**config.mk**
```make
export PLATFORM = sky130hd
export DESIGN_NAME = decoder_3_to_8_en_flat
export DESIGN_NICKNAME = d
export VERILOG_FILES = /design/src/rtl/decoder_3_to_8_en_if.sv /design/src/rtl/decoder_3_to_8_en.sv /design/src/flat_wrapper.sv
export SDC_FILE = /design/constraint.sdc
export NUM_CORES = 1
export LEC_CHECK = 0
export ABC_AREA = 1
export CORE_AREA = 4 4 41 43
export CTS_CLUSTER_DIAMETER = 120
export DETAILED_ROUTE_END_ITERATION = 6
export DIE_AREA = 0 0 45 47
export PLACE_DENSITY_LB_ADDON = 0.25
export SYNTH_ARGS = -nofsm -noshare
export SYNTH_HDL_FRONTEND = slang
export SYNTH_SLANG_ARGS = --single-unit
```
**constraint.sdc**
```tcl
create_clock -name clk -period 0.8 [get_ports clk]
set_clock_uncertainty 0.15 [all_clocks]
set_input_delay 0.08 -clock clk [delete_from_list [all_inputs] [get_ports clk]]
set_output_delay 0.08 -clock clk [all_outputs]
set_load 0.02 [all_outputs]
```
**src/rtl/decoder_3_to_8_en_if.sv**
```systemverilog
// Select-decoder signal bundle: 3-bit index, enable, and the eight one-hot selects.
interface decoder_3_to_8_en_if;
  logic x0;
  logic x1;
  logic x2;
  logic en;
  logic Y0;
  logic Y1;
  logic Y2;
  logic Y3;
  logic Y4;
  logic Y5;
  logic Y6;
  logic Y7;

  modport master (
    output x0, x1, x2, en,
    input  Y0, Y1, Y2, Y3, Y4, Y5, Y6, Y7
  );

  modport slave (
    input  x0, x1, x2, en,
    output Y0, Y1, Y2, Y3, Y4, Y5, Y6, Y7
  );
endinterface

```
**src/rtl/decoder_3_to_8_en.sv**
```systemverilog
// 3-to-8 one-hot select generator with enable; outputs optionally registered
// (async active-low clear) or passed straight through combinationally.
module decoder_3_to_8_en #(
  parameter bit OUT_REG = 1'b1
) (
  input logic                 clk,
  input logic                 rst_n,
  decoder_3_to_8_en_if.slave  bus
);

  function automatic logic [7:0] decode(input logic enable, input logic [2:0] idx);
    logic [7:0] sel;
    sel = 8'b0;
    if (enable) sel[idx] = 1'b1;
    return sel;
  endfunction

  logic [2:0] idx_p0;
  logic [7:0] y_next_p0;
  logic [7:0] y_p1;

  always_comb begin
    idx_p0    = {bus.x2, bus.x1, bus.x0};
    y_next_p0 = decode(bus.en, idx_p0);
  end

  // p0 -> p1: output register, or a wire in the bypass build
  generate
    if (OUT_REG) begin : g_reg
      always_ff @(posedge clk or negedge rst_n) begin
        if (!rst_n) y_p1 <= 8'b0;
        else        y_p1 <= y_next_p0;
      end
    end else begin : g_comb
      logic unused_clk_rst;
      assign unused_clk_rst = clk ^ rst_n;
      assign y_p1 = y_next_p0;
    end
  endgenerate

  assign bus.Y0 = y_p1[0];
  assign bus.Y1 = y_p1[1];
  assign bus.Y2 = y_p1[2];
  assign bus.Y3 = y_p1[3];
  assign bus.Y4 = y_p1[4];
  assign bus.Y5 = y_p1[5];
  assign bus.Y6 = y_p1[6];
  assign bus.Y7 = y_p1[7];

endmodule

```
**src/flat_wrapper.sv**
```systemverilog
// flat-port wrapper written by rule: the top's interface ports become plain ports
module decoder_3_to_8_en_flat 
#(
  parameter bit OUT_REG = 1'b1
)
  (clk, rst_n, bus_x0, bus_x1, bus_x2, bus_en, bus_Y0, bus_Y1, bus_Y2, bus_Y3, bus_Y4, bus_Y5, bus_Y6, bus_Y7);
  decoder_3_to_8_en_if bus_i ();
  input logic clk;
  input logic rst_n;
  input wire logic [$bits(bus_i.x0)-1:0] bus_x0;
  input wire logic [$bits(bus_i.x1)-1:0] bus_x1;
  input wire logic [$bits(bus_i.x2)-1:0] bus_x2;
  input wire logic [$bits(bus_i.en)-1:0] bus_en;
  output wire logic [$bits(bus_i.Y0)-1:0] bus_Y0;
  output wire logic [$bits(bus_i.Y1)-1:0] bus_Y1;
  output wire logic [$bits(bus_i.Y2)-1:0] bus_Y2;
  output wire logic [$bits(bus_i.Y3)-1:0] bus_Y3;
  output wire logic [$bits(bus_i.Y4)-1:0] bus_Y4;
  output wire logic [$bits(bus_i.Y5)-1:0] bus_Y5;
  output wire logic [$bits(bus_i.Y6)-1:0] bus_Y6;
  output wire logic [$bits(bus_i.Y7)-1:0] bus_Y7;
  assign bus_i.x0 = bus_x0;
  assign bus_i.x1 = bus_x1;
  assign bus_i.x2 = bus_x2;
  assign bus_i.en = bus_en;
  assign bus_Y0 = bus_i.Y0;
  assign bus_Y1 = bus_i.Y1;
  assign bus_Y2 = bus_i.Y2;
  assign bus_Y3 = bus_i.Y3;
  assign bus_Y4 = bus_i.Y4;
  assign bus_Y5 = bus_i.Y5;
  assign bus_Y6 = bus_i.Y6;
  assign bus_Y7 = bus_i.Y7;
  decoder_3_to_8_en #(.OUT_REG(OUT_REG)) u_core (.clk(clk), .rst_n(rst_n), .bus(bus_i));
endmodule
```
==> metrics.txt, run 1 <==
Vias per Instance=3.81; crit-path leading delay family=flip-flops; Setup crit start kind=flip-flop; cell count after synthesis=25; vias in the first global route=225; Final Cell Area=478 sq um; critical path endpoint category=output pin; Root Buffer=clkbuf_4; share of cells above drive strength 1=33.3%; via count=217; first-pass GRT wire length=903 um; dpl ws=-0.335 ns; Final HPWL DP=400 um; synth-to-layout area growth=81.0%; worst-path cell chain=buf_6; run status=complete, but fails checks; Worst-Margin Slew=0.118 ns; pwr dens=1710 mW/mm^2; Biggest register=u_core.y_p1; crit path max fanout=1; initial antenna violation count=0; placement row count=13; final setup margin=-0.176 ns; failing checks=negative hold slack, negative setup slack; Seq/Total Area, Yosys=75.8%; Num CTS Buffers=3; Clock Sinks=8; synth unique cells=4; leakage=0.271 nW; max reg flops=8; Finish-stage setup viols=8; slew margin rel.=92.1%; worst-path cell with the longest stage delay=dfrtp_1; die span in y=47 um; final WL=505 um; CP max stage delay=0.37 ns; WP data required=0.57 ns; Final Hold Slack=-0.0130 ns; Setup CP Type=reg2out; Placed Area=433 sq um; crit path time final=0.976 ns; Synth Register Bits=8; Bufs on Longest Clock Path=2; Arr. time, crit path=0.75 ns; synth warn=0; final hold violation count=4; CTS tree=built; Post-Syn Area=264 sq um; Initial Util=20.3%; Initial DRC Count=3; Slew Limit Fails=0; RSZ-0062 raised after global routing=yes; Final GP Congestion=0.672; Routed Antenna Nets=0; placed cells=54; fmax=1030 MHz; gr ovfl total=0; largest registers=u_core.y_p1 (8); post-CTS setup buffer count=0; period utilisation layout=122%; fin nets=50; Hold-fix buffers, CTS=0; pin count of the biggest net entering global routing=9; antenna cells=0; Placeable Area=0.00130 sq mm; commonest cells after routing, fill and taps aside=8 x nor2_1, 8 x buf_6, 8 x dfrtp_1; maxcap violations=0; Ports=14; Worst-path clk slew=0.05 ns; Crit path buffers/inverters=1; die area=0.00212 sq mm; Synth Net Count=31; worst min-delay path class=in2reg; residual DRC count=0; H-Tree Depth=1; Die Width=45 um; Avg WL per Cell=8.86 um; non-filler cells, final=57; GRT Overall Usage=6.86%; # fillers=133; port bufs=13; Max VDD drop=0.000620 V; drt first pass iters=3; Syn Area/Cell=10.6 sq um
[cell type report]
type	count	area, sq um	share of cell area, %
flip-flops and latches	8	200	41.9
repair buffers	14	168	35.1
multi-input cells	14	57.6	12.0
clock buffers	3	22.5	4.71
well taps	15	18.8	3.93
inverters	3	11.3	2.36
[metrics by stage]
stage	power (mW)	utilization [%]	setup TNS, ns
after floorplan	0.458	-	0
after global placement	0.527	33.3	-4.36
after detailed placement	0.529	33.3	-4.57
after CTS	0.832	35.8	-1.44
after global routing	0.874	36.7	-1.62
final	0.817	36.7	-1.35
[metal layers]
metal  part of all wire [%]  vias up  GRT usage (%)
met2                     50       10           8.19
met4                    4.2        0           12.3
met1                     35       97           6.78
met3                     10        2           2.68
met5                      0        -              0
li1                       -      108              -
[cell usage after synthesis (all sizes together)]
library cell	number	area [sq um]
inv	3	11.3
nand2	6	22.5
nor2	8	30.0
dfrtp	8	200
[power by group]
part	internal, mW	switching [mW]
Combinational	0.0556	0.0505
Clock	0.171	0.120
Sequential	0.416	0.00434
[path summary, 6_finish.rpt]
kind,from,endpoint,slack [ns],depth (start not counted)
min,bus_x1,u_core.y_p1[7],-0.01,3
min in group asynchronous,rst_n,u_core.y_p1[5],0,2
max in group asynchronous,rst_n,u_core.y_p1[2],0.39,2
max,u_core.y_p1[0],bus_Y0,-0.18,1
[tightest hold or removal path, stage by stage]
cell and delay (ns):
dlymetal6s2s_1 0.14, nand2_1 0.08, nor2_1 0.04
[kinds of logic after synthesis]
kind of cell           count (synthesis)  share of synthesized area (%)
flip-flops                             8                           75.8
buffers and inverters                  3                           4.27
AND/OR/NAND/NOR                       14                           19.9
[repair_timing]
item | 4_1_cts | 5_1_grt
resized for setup | 48 | 5
setup endpoints to repair | 8 | 15
pin swaps | 0 | 1
(Power assumes the default switching activity.)
==> run 2, diff against run 1 <==
--- a/config.mk
+++ b/config.mk
@@ -10,7 +10,7 @@
 export CTS_CLUSTER_DIAMETER = 120
 export DETAILED_ROUTE_END_ITERATION = 6
 export DIE_AREA = 0 0 45 47
-export PLACE_DENSITY_LB_ADDON = 0.25
+export PLACE_DENSITY = 0.58
 export SYNTH_ARGS = -nofsm -noshare
 export SYNTH_HDL_FRONTEND = slang
 export SYNTH_SLANG_ARGS = --single-unit
==> metrics.txt, run 2 (same netlist as run 1, synthesis figures left out) <==
run status=complete, but fails checks; failing checks=negative hold slack, negative setup slack; Die Width=45 um; post-CTS setup buffer count=0; GRT Overall Usage=6.30%; Setup CP Type=reg2out; Avg WL per Cell=8.95 um; Crit path buffers/inverters=1; die span in y=47 um; synth-to-layout area growth=73.5%; max reg flops=8; initial antenna violation count=0; largest registers=u_core.y_p1 (8); leakage=0.261 nW; Setup crit start kind=flip-flop; final core occ=35.2%; WP data required=0.57 ns; die area=0.00212 sq mm; RSZ-0062 raised after global routing=yes; pwr dens=1780 mW/mm^2; final WL=501 um; crit path time final=0.981 ns; slew margin rel.=77.9%; Slew Limit Fails=0; vias in the first global route=196; crit-path leading delay family=flip-flops; CTS tree=built; crit path max fanout=1; Max VDD drop=0.000595 V; worst-path cell chain=buf_6; residual DRC count=0; fmax=1020 MHz; Vias per Instance=3.77; period utilisation layout=123%; CP max stage delay=0.37 ns; Final Hold Slack=-0.0587 ns; gr ovfl total=0; Worst-Margin Slew=0.330 ns; final setup margin=-0.181 ns; Initial DRC Count=3; fin nets=49; antenna cells=0; Arr. time, crit path=0.75 ns; port bufs=13; first-pass GRT wire length=814 um; drt first pass iters=4; Biggest register=u_core.y_p1; Bufs on Longest Clock Path=2; Num CTS Buffers=3; Ports=14; H-Tree Depth=1; Initial Util=20.3%; Final GP Congestion=0.791; Routed Antenna Nets=0; Final HPWL DP=385 um; Placeable Area=0.00130 sq mm; Critical Path Start=u_core.y_p1[6]; placement row count=13; share of cells above drive strength 1=31.7%; pin count of the biggest net entering global routing=9; worst min-delay path class=in2async; critical path endpoint category=output pin; Clock Sinks=8; Root Buffer=clkbuf_4; Worst-path clk slew=0.05 ns; via count=211; worst-path cell with the longest stage delay=dfrtp_1; final hold violation count=14; maxcap violations=0; commonest cells after routing, fill and taps aside=8 x nor2_1, 8 x buf_6, 8 x dfrtp_1; Pwr Total=0.816 mW; Finish-stage setup viols=8
[run 2: cell types whose count changed in the layout (fill, tap and decap cells not counted)]
cell | previous run | this run
buf_12 | 1 | 0
[run 2: final cells by class]
| class | instances | area [sq um] |
|---|---|---|
| tap | 15 | 18.8 |
| sequential | 8 | 200 |
| multi-input combinational | 14 | 57.6 |
| inverter | 3 | 11.3 |
| fill | 143 | 843 |
| timing repair buffer | 13 | 148 |
| clock buffer | 3 | 22.5 |
[run 2: report_power, final]
part / internal [mW] / switching (mW) / total, mW
sequential: 0.416 / 0.00443 / 0.420
clock: 0.171 / 0.131 / 0.303
combinational: 0.0461 / 0.0472 / 0.0933
[run 2: per-layer routing]
metal | GRT usage, % | share of wire, % | vias up | wire length (um)
met2 | 7.06 | 40 | 12 | 202
met3 | 2.68 | 15 | 4 | 74
met4 | 10.5 | 5.0 | 0 | 25
met1 | 6.78 | 40 | 91 | 199
met5 | 0 | 0 | - | 0
li1 | - | - | 104 | -
[run 2: how the worst max path moves through the flow]
stage          cells after the start      to  slack (ns)
6_report                           1  bus_Y6       -0.18
5_1_grt                            1  bus_Y6       -0.22
4_1_cts                            1  bus_Y6       -0.19
3_5_place_dp                       1  bus_Y6       -0.33
3_3_place_gp                       1  bus_Y6       -0.34
2_1_floorplan                      0  bus_Y0        0.15
[run 2: through the flow]
step	cell area, sq um	instances	worst slack, ns	setup TNS, ns
finish	458	56	-0.181	-1.42
global route	458	56	-0.224	-1.61
detailed placement	413	53	-0.335	-4.53
global placement	413	53	-0.337	-4.45
CTS	445	56	-0.192	-1.50
floorplan	264	25	0.154	0
[run 2: repair_timing]
action,CTS,global route
endpoints found under the setup margin,8,16
hold endpoints to repair,8,8
cloned,0,0
gates resized for setup,48,5
pin swaps,0,1
